==> src/rtl/cpu_pkg.sv <==
// cpu_pkg: shared ALU opcodes, flag struct and multiplier state type
package cpu_pkg;
   localparam logic [2:0] ALU_PASSB = 3'b000;
   localparam logic [2:0] ALU_MUL   = 3'b001;
   localparam logic [2:0] ALU_ADD   = 3'b010;
   localparam logic [2:0] ALU_SUB   = 3'b011;
   localparam logic [2:0] ALU_AND   = 3'b100;
   localparam logic [2:0] ALU_OR    = 3'b101;
   localparam logic [2:0] ALU_XOR   = 3'b110;
   typedef struct packed {
      logic n;
      logic z;
      logic c;
      logic v;
   } flags_t;
   typedef enum logic [1:0] {IDLE, BUSY, DONE} mul_state_t;
endpackage

==> src/rtl/ex_stage_alu_64.sv <==
// alu_64: combinational ALU result and NZCV; unlisted opcodes pass operand b
module alu_64 import cpu_pkg::*; #(
   parameter int DW = 64
) (
   input  logic [DW-1:0] a,
   input  logic [DW-1:0] b,
   input  logic [2:0]    op,
   output logic [DW-1:0] y,
   output flags_t        f
);
   logic          sub, arith;
   logic [DW-1:0] bb;
   logic [DW:0]   sum;
   // subtraction is a + ~b + 1 so carry and overflow share the adder path
   always_comb begin
      sub   = op == ALU_SUB;
      arith = sub || op == ALU_ADD;
      bb    = sub ? ~b : b;
      sum   = {1'b0, a} + {1'b0, bb} + {{DW{1'b0}}, sub};
      y     = arith ? sum[DW-1:0] : op == ALU_AND ? a & b : op == ALU_OR ? a | b : op == ALU_XOR ? a ^ b : b;
      f.n   = y[DW-1];
      f.z   = y == '0;
      f.c   = arith & sum[DW];
      f.v   = arith & (a[DW-1] == bb[DW-1]) & (y[DW-1] != a[DW-1]);
   end
endmodule

==> src/rtl/ex_stage.sv <==
// ex_stage: forwarding, ALU, flags, branch resolve, EX/MEM register; EX_MUL_EN adds iterative multiplier
module ex_stage import cpu_pkg::*; #(
   parameter int DW         = 64,
   parameter int MUL_CYCLES = 64
) (
   input  logic          clk,
   input  logic          reset,
   input  logic [DW-1:0] Da_ex,
   input  logic [DW-1:0] Db_ex,
   input  logic [DW-1:0] BR_to_shift_ex,
   input  logic [DW-1:0] pc_ex,
   input  logic [DW-1:0] ALU_or_DT_ex,
   input  logic [4:0]    Rd_ex,
   input  logic [4:0]    Ab_ex,
   input  logic [4:0]    Rn_ex,
   input  logic [3:0]    xfer_size_ex,
   input  logic [2:0]    ALUop_ex,
   input  logic          cond_ex,
   input  logic          ALUsrc_ex,
   input  logic          MemtoReg_ex,
   input  logic          RegWrite_ex,
   input  logic          MemWrite_ex,
   input  logic          cbz_ex,
   input  logic          branch_ex,
   input  logic          BRsignal_ex,
   input  logic          update_ex,
   input  logic [DW-1:0] wr_data_wb,
   input  logic [4:0]    Rd_wb,
   input  logic          RegWrite_wb,
   output logic [DW-1:0] alu_mem,
   output logic [DW-1:0] wdata_mem,
   output logic [4:0]    Rd_mem,
   output logic [3:0]    xfer_size_mem,
   output logic          MemtoReg_mem,
   output logic          RegWrite_mem,
   output logic          MemWrite_mem,
   output logic          br_taken,
   output logic          flush,
   output logic [DW-1:0] br_target,
   output logic          stall
);
   logic [DW-1:0] fwd_a, fwd_b, op_b, alu_y, res;
   logic          mul_op;
   flags_t        alu_f, flags_q;

   assign fwd_a = (RegWrite_mem && Rd_mem == Rn_ex && Rd_mem != 5'd31) ? alu_mem :
                  (RegWrite_wb && Rd_wb == Rn_ex && Rd_wb != 5'd31) ? wr_data_wb : Da_ex;
   assign fwd_b = (RegWrite_mem && Rd_mem == Ab_ex && Rd_mem != 5'd31) ? alu_mem :
                  (RegWrite_wb && Rd_wb == Ab_ex && Rd_wb != 5'd31) ? wr_data_wb : Db_ex;
   assign op_b  = ALUsrc_ex ? ALU_or_DT_ex : fwd_b;

   alu_64 #(.DW(DW)) u_alu (.a(fwd_a), .b(op_b), .op(ALUop_ex), .y(alu_y), .f(alu_f));

`ifdef EX_MUL_EN
   localparam int CW = $clog2(MUL_CYCLES) + 1;
   mul_state_t    state;
   logic [DW-1:0] mcand, mplier, acc;
   logic [CW-1:0] cnt;
   assign mul_op = ALUop_ex == ALU_MUL;
   assign stall  = state == BUSY || (state == IDLE && mul_op);
   assign res    = state == DONE ? acc : alu_y;
   // shift-add multiplier: latch operands in IDLE, one multiplier bit per BUSY cycle
   always_ff @(posedge clk) begin
      if (reset) begin
         state  <= IDLE;
         mcand  <= '0;
         mplier <= '0;
         acc    <= '0;
         cnt    <= '0;
      end else if (state == IDLE && mul_op) begin
         mcand  <= fwd_a;
         mplier <= op_b;
         acc    <= '0;
         cnt    <= '0;
         state  <= BUSY;
      end else if (state == BUSY) begin
         acc    <= mplier[0] ? acc + mcand : acc;
         mcand  <= mcand << 1;
         mplier <= mplier >> 1;
         cnt    <= cnt + 1'b1;
         state  <= cnt == CW'(MUL_CYCLES - 1) ? DONE : BUSY;
      end else if (state == DONE) begin
         state  <= IDLE;
      end
   end
`else
   assign mul_op = 1'b0;
   assign stall  = 1'b0;
   assign res    = alu_y;
`endif

   // NZCV only commits for a flag-setting instruction that actually leaves EX
   always_ff @(posedge clk) begin
      if (reset) flags_q <= '0;
      else if (update_ex && !stall && !mul_op) flags_q <= alu_f;
   end

   assign br_taken  = branch_ex & (cbz_ex ? fwd_b == '0 : cond_ex ? flags_q.n != flags_q.v : 1'b1);
   assign br_target = BRsignal_ex ? fwd_b : pc_ex + (BR_to_shift_ex << 2);
   assign flush     = br_taken;

   // EX/MEM register; a stalled cycle inserts a bubble with no side effects
   always_ff @(posedge clk) begin
      if (reset) begin
         alu_mem       <= '0;
         wdata_mem     <= '0;
         Rd_mem        <= 5'd31;
         xfer_size_mem <= '0;
         MemtoReg_mem  <= 1'b0;
         RegWrite_mem  <= 1'b0;
         MemWrite_mem  <= 1'b0;
      end else begin
         alu_mem       <= res;
         wdata_mem     <= fwd_b;
         Rd_mem        <= stall ? 5'd31 : Rd_ex;
         xfer_size_mem <= xfer_size_ex;
         MemtoReg_mem  <= MemtoReg_ex & ~stall;
         RegWrite_mem  <= RegWrite_ex & ~stall;
         MemWrite_mem  <= MemWrite_ex & ~stall;
      end
   end
endmodule

==> config.mk <==
export PLATFORM = sky130hd
export DESIGN_NAME = ex_stage
export DESIGN_NICKNAME = d
export VERILOG_FILES = /design/src/rtl/cpu_pkg.sv /design/src/rtl/ex_stage_alu_64.sv /design/src/rtl/ex_stage.sv
export SDC_FILE = /design/constraint.sdc
export NUM_CORES = 1
export LEC_CHECK = 0
export ABC_AREA = 1
export BUFFER_PORTS_ARGS = -buffer_cell sky130_fd_sc_hd__buf_2
export CORE_ASPECT_RATIO = 0.75
export CORE_MARGIN = 4
export CORE_UTILIZATION = 33
export DETAILED_ROUTE_END_ITERATION = 12
export PLACE_DENSITY = 0.53
export SLEW_MARGIN = 30
export SYNTH_ARGS = -nofsm -noshare
export SYNTH_HDL_FRONTEND = slang
export SYNTH_SLANG_ARGS = --single-unit
==> constraint.sdc <==
create_clock -name clk -period 5.4 [get_ports clk]
set_clock_uncertainty 0.2 [all_clocks]
set_input_delay 0.54 -clock clk [delete_from_list [all_inputs] [get_ports clk]]
set_output_delay 0.54 -clock clk [all_outputs]
set_load 0.02 [all_outputs]
# Yosys cells after proc, flatten, opt, wreduce, memory -nomap -nowiden

Cells that the tools add are included.

Bits in registers: 142
Input bits: 423
Output and inout bits: 207
Logic and storage cells: 56

Add/sub/neg operators: 3
Equal/unequal tests: 14
Muxes and demuxes: 13
Bitwise logic cells: 7
Reductions and logical operators: 10

Operators with widths:

| cell               | count |
|---|---|
| $mux 64            | 11 |
| $add 64x64->64     | 2 |
| $add 64x1->64      | 1 |
| $and 64x64->64     | 1 |
| $logic_not 64->1   | 1 |
| $not 64->64        | 1 |
| $or 64x64->64      | 1 |
| $xor 64x64->64     | 1 |
| $eq 5x5->1         | 4 |
| $ne 5x5->1 const B | 2 |
| $eq 3x3->1 const B | 3 |
| $logic_and 1x1->1  | 8 |
| $eq 3x2->1 const B | 2 |
| $and 1x1->1        | 3 |
| $mux 1             | 2 |
| $ne 1x1->1         | 2 |
| $eq 1x1->1         | 1 |
| $logic_or 1x1->1   | 1 |

# Depth between registers and ports, before layout

Depth after elaboration: 13
Mapped depth: 36
Gate-level depth less buffers: 34

# Modules after synthesis

Synthesis repeated with hierarchy kept, for this count alone.

Cells, all modules: 4580
Area, all modules: 25007.7 um^2

By module, submodules not included:

| module   | instances | cells each | area an instance (um^2) | seq. area each (um^2) |
|---|---|---|---|---|
| ex_stage | 1         | 2431       | 13633.1                 | 2842.7 |
| alu_64   | 1         | 2149       | 11374.7                 | 0.0 |

# Worst setup path after synthesis

Ideal clock, no wire load.

Path kind: input -> register
Start: input Ab_ex[4]
End: register alu_mem[38]
Data arrival time: 3965 ps
Data required time: 5068 ps
Slack: 1103 ps
Stages: 29
Cell sequence: inv_1 nand2_1 a21oi_1 nand3_2 buf_6 buf_6 buf_2 o21ai_1 nand2_1 o21ai_1 xor2_1 fa_1 nand3_1 nand2_1 nand2_1 nand2_1 o21ai_2 o21ai_2 a21oi_2 o21ai_1 nand2_1 nand2_1 nand2_1 nand2_1 a21oi_1 o21ai_1 or2_2 nand3_1 a21oi_1

Longest elaborated chain between the ends: 11

RTL lines:

| what                                                 | RTL line                                     | source |
|---|---|---|
| start: declaration                                   | ex_stage.sv:14                               | `input logic [4:0] Ab_ex,` |
| $eq 5x5->1                                           | ex_stage.sv:49                               | `(RegWrite_wb && Rd_wb == Ab_ex && Rd_wb != 5'd31) ? wr_data_wb : Db_ex;` |
| $logic_and 1x1->1 (2 in series)                      | ex_stage.sv:49                               |  |
| $mux 64                                              | ex_stage.sv:49                               |  |
| $mux 64 (*)                                          | ex_stage.sv:48                               | `assign fwd_b = (RegWrite_mem && Rd_mem == Ab_ex && Rd_mem != 5'd31) ? alu_mem :` |
| $mux 64 (*)                                          | ex_stage.sv:50                               | `assign op_b = ALUsrc_ex ? ALU_or_DT_ex : fwd_b;` |
| $not 64->64 / $xor 64x64->64 (equally long branches) | ex_stage_alu_64.sv:18, ex_stage_alu_64.sv:20 |  |
| $mux 64, on equally long branches                    | ex_stage_alu_64.sv:18, ex_stage_alu_64.sv:20 |  |
| $add 64x64->64 / $mux 64 (equally long branches)     | ex_stage_alu_64.sv:19, ex_stage_alu_64.sv:20 |  |
| $add 64x1->64 / $mux 64 (equally long branches)      | ex_stage_alu_64.sv:19, ex_stage_alu_64.sv:20 |  |
| $mux 64 (*)                                          | ex_stage_alu_64.sv:20                        | `y = arith ? sum[DW-1:0] : op == ALU_AND ? a & b : op == ALU_OR ? a \| b : op == ALU_XOR ? a ^ b : b;` |
| end signal: assignment                               | ex_stage.sv:113                              | `alu_mem <= res;` |
| end: declaration                                     | ex_stage.sv:30                               | `output logic [DW-1:0] alu_mem,` |

Mark *: on every way between the ends. The rest lies on a longest branch, timed or not.
A chain may end at the register's enable or synchronous reset.

# Worst setup path after layout

Start: register Rd_mem[0]
End: register alu_mem[60]

Longest elaborated chain between the ends: 10

RTL lines:

| what                                                 | RTL line                                     | source |
|---|---|---|
| start: declaration                                   | ex_stage.sv:32                               | `output logic [4:0] Rd_mem,` |
| start signal: assignment                             | ex_stage.sv:115                              | `Rd_mem <= stall ? 5'd31 : Rd_ex;` |
| $eq 5x5->1                                           | ex_stage.sv:48                               |  |
| $logic_and 1x1->1 (2 in series)                      | ex_stage.sv:48                               |  |
| $mux 64                                              | ex_stage.sv:48                               |  |
| $mux 64                                              | ex_stage.sv:50                               |  |
| $not 64->64 / $xor 64x64->64 (equally long branches) | ex_stage_alu_64.sv:18, ex_stage_alu_64.sv:20 |  |
| $mux 64, on equally long branches                    | ex_stage_alu_64.sv:18, ex_stage_alu_64.sv:20 |  |
| $add 64x64->64 / $mux 64 (equally long branches)     | ex_stage_alu_64.sv:19, ex_stage_alu_64.sv:20 |  |
| $add 64x1->64 / $mux 64 (equally long branches)      | ex_stage_alu_64.sv:19, ex_stage_alu_64.sv:20 |  |
| $mux 64 (*)                                          | ex_stage_alu_64.sv:20                        |  |

Marks and branches as above.

==> results.toml <==
[status]
outcome = "finished clean"

[floorplanning]
die_h_um = 226
core_area_sq_um = 62500
dieWidth_um = 299
die_area_sq_um = 67600
start_util_pct = 33.5
io_pins = 630
rows = 79

[clock_network]
path_clk_slew_ns = 0.07
postCtsHoldBufs = 0
root_buffer = "clkbuf_16"
clk_latency_ns = 0.50
cts_tree = "yes"
cts.path.max_buffers = 2
htree_levels = 4
clkSinkCount = 142
numCtsBuffers = 17
ctsResizeCount = 0
cts_setup_buffers = 0

[global_routing]
grtUsageTotal_pct = 31.9
grt_pass1_wl_um = 161000
grt-ovfl-total = 0
grt_pass1_vias = 24300
grt_max_degree = 88
antenna_found_initial = 37

[worst_setup_path]
required_ns = 5.57
crit_family = "compound AO/OA/AOI/OAI gates"
crit_type = "reg -> reg"
worstPathArrival_ns = 5.24
slowest_stage = "o21ai_0"
worstSetupEndpointType = "register"
crit_path_frequent_cell = "nand2_1"
startpoint_type = "register"
cp.buffers_inverters = 4
worstPathMaxFanout = 64
max_stage_delay_ns = 0.66

[detailed_routing]
finalWirelength_um = 112000
drc = 0
num_vias = 26200
drt_first_pass_iters = 6
wl_per_cell_um = 22.7
viasPerCell = 5.30
ant_nets = 0
drtIter0Drc = 2257

[timing]
fin_crit_sh_pct = 93.9
relSlewSlack_pct = 33.6
rsz0062_at_grt = "no"
max_freq_mhz = 197
setup_viol = 0
maxSlewViolCount = 0
max_slew.worst_pin.slew_ns = 0.996
tns_ns = 0
min_period_ns = 5.07
hold_viol = 0

[synth]
syn_avg_cell_area_sq_um = 6.16
synth-edff-count = 0
syn-num-nets = 4074
synth_cells = 3398
async_flop_share_pct = 0
synth_warnings = 0
synth-seq-area-share_pct = 13.6
synth_ff_type = "dfxtp_1"
ys_ff_latch = 142
synth.distinct_cells = 62
netlist_area_sq_um = 20900

[placement]
port_buffers = 626
place_area_sq_um = 26100
post-dp-hpwl_um = 94100
gp_congestion = 1.00

[finish]
area_growth_syn_to_layout_pct = 27.5
fill_cells = 6992
finalInstanceArea_sq_um = 26700
drive_above_1_share_pct = 24.8
post-route-util_pct = 42.7
final_nets = 4753

[run]
drv_cap = 0

[pwr]
vdd_ir_drop_max_uv = 238
p_leak_uw = 0.0136
p_per_area_nw_per_um2 = 222

[min_path]
hold_path.class = "in -> reg"
-- area by class of cell --
type / instances / area [sq um] / share of cell area [%]
tap: 850 / 1060 / 3.98
inverter: 435 / 1640 / 6.15
sequential: 142 / 2840 / 10.6
clock inverter: 12 / 183 / 0.684
timing repair buffer: 814 / 4670 / 17.5
clock buffer: 20 / 447 / 1.67
antenna: 10 / 25.0 / 0.0937
multi-input combinational: 2667 / 15800 / 59.3
-- worst register-to-register path, delay by kind of cell (launching register included) --
family,cells,cell delay [ns]
AOI/OAI and AO/OA,10,2.00
xor gates and xnor gates,1,0.09
buffers and inverters,4,0.60
adders and majority gates,1,0.45
DFF,1,0.40
and+or+nand+nor,11,1.20
-- cell families after synthesis --
kind of cell | after synthesis | share of synthesized area, %
AOI/OAI and AO/OA | 1011 | 28.6
xor gates and xnor gates | 124 | 5.19
adders and majority gates | 253 | 15.2
buffers and inverters | 589 | 11.0
DFF | 142 | 13.6
muxes | 6 | 0.287
other | 1 | 0.0179
and+or+nand+nor | 1272 | 26.1
-- final timing paths --
check	slack, ns	cells after the start	to	from
worst max-delay path	0.33	27	alu_mem[60]	Rd_mem[0]
worst min-delay path	0.03	2	Rd_mem[4]	Rd_ex[4]
worst max register to register	0.33	27	alu_mem[60]	Rd_mem[0]
worst min register to register	0.30	2	flags_q[0]	flags_q[0]
-- cells in the final DEF, fill, tap and decap left out, types with 11 or more instances in the layout --
master / count
o21ai_1: 115
nand4_1: 24
nor4_1: 17
nand3_1: 160
o21ai_2: 30
nand2_2: 12
a21oi_1: 281
xor2_1: 100
buf_2: 625
o211ai_1: 98
xnor2_1: 24
a31oi_1: 45
or2_2: 60
inv_1: 411
ha_1: 251
nor3_1: 19
inv_2: 18
nand3_2: 11
o21a_1: 15
nand2_1: 627
nor2_1: 313
buf_4: 179
o21ai_0: 301
o221ai_1: 62
dfxtp_1: 142
clkbuf_16: 17
-- report_power, final --
group | total (uW) | internal (uW) | switching, uW
registers | 1220 | 1140 | 73.9
logic | 3310 | 1170 | 2140
clock network | 1400 | 790 | 606
total | 5920 | 3110 | 2820
-- cell usage after synthesis (15+ instances only) --
cell	instances	area, sq um
inv_1	414	1550
nor2_1	313	1170
clkbuf_1	107	402
o21ai_1	115	576
inv_2	18	67.6
nand3_1	161	806
o211ai_1	98	736
nor4_1	17	106
ha_1	251	3140
nor3_1	20	100
or2_2	60	375
xnor2_1	24	210
a31oi_1	45	282
buf_2	20	100
a21oi_1	281	1410
buf_1	15	56.3
o221ai_1	62	543
nand2_1	627	2350
o21ai_2	30	263
nand4_1	24	150
dfxtp_1	142	2840
o21a_1	15	113
xor2_1	100	876
o21ai_0	301	1510
-- flip-flops by register name, indices dropped and copies added, names as in the netlist --
name / flops
MemWrite_mem: 1
MemtoReg_mem: 1
alu_mem: 64
flags_q: 2
xfer_size_mem: 4
Rd_mem: 5
wdata_mem: 64
RegWrite_mem: 1
-- stage by stage --
stage                     power, uW  cells  setup slack, ns  hold slack, ns
after detailed placement       4490   4908            0.219           0.282
final                          5920   4950            0.328          0.0260
after global placement         4490   4908            0.231           0.283
after CTS                      5900   4940            0.229        0.000803
after global routing           6290   4945           0.0465          0.0267
after floorplan                3140   3398             1.10           0.268
-- per-layer routing --
| metal | up-vias | track usage [%] | wire, um |
|---|---|---|---|
| met5 | - | 0 | 155 |
| met4 | 24 | 8.94 | 2790 |
| met3 | 142 | 7.18 | 10300 |
| met2 | 1069 | 49.6 | 48700 |
| met1 | 12100 | 44.5 | 50500 |
| li1 | 12900 | - | - |
Note: power is estimated with default switching activity, not from simulation.
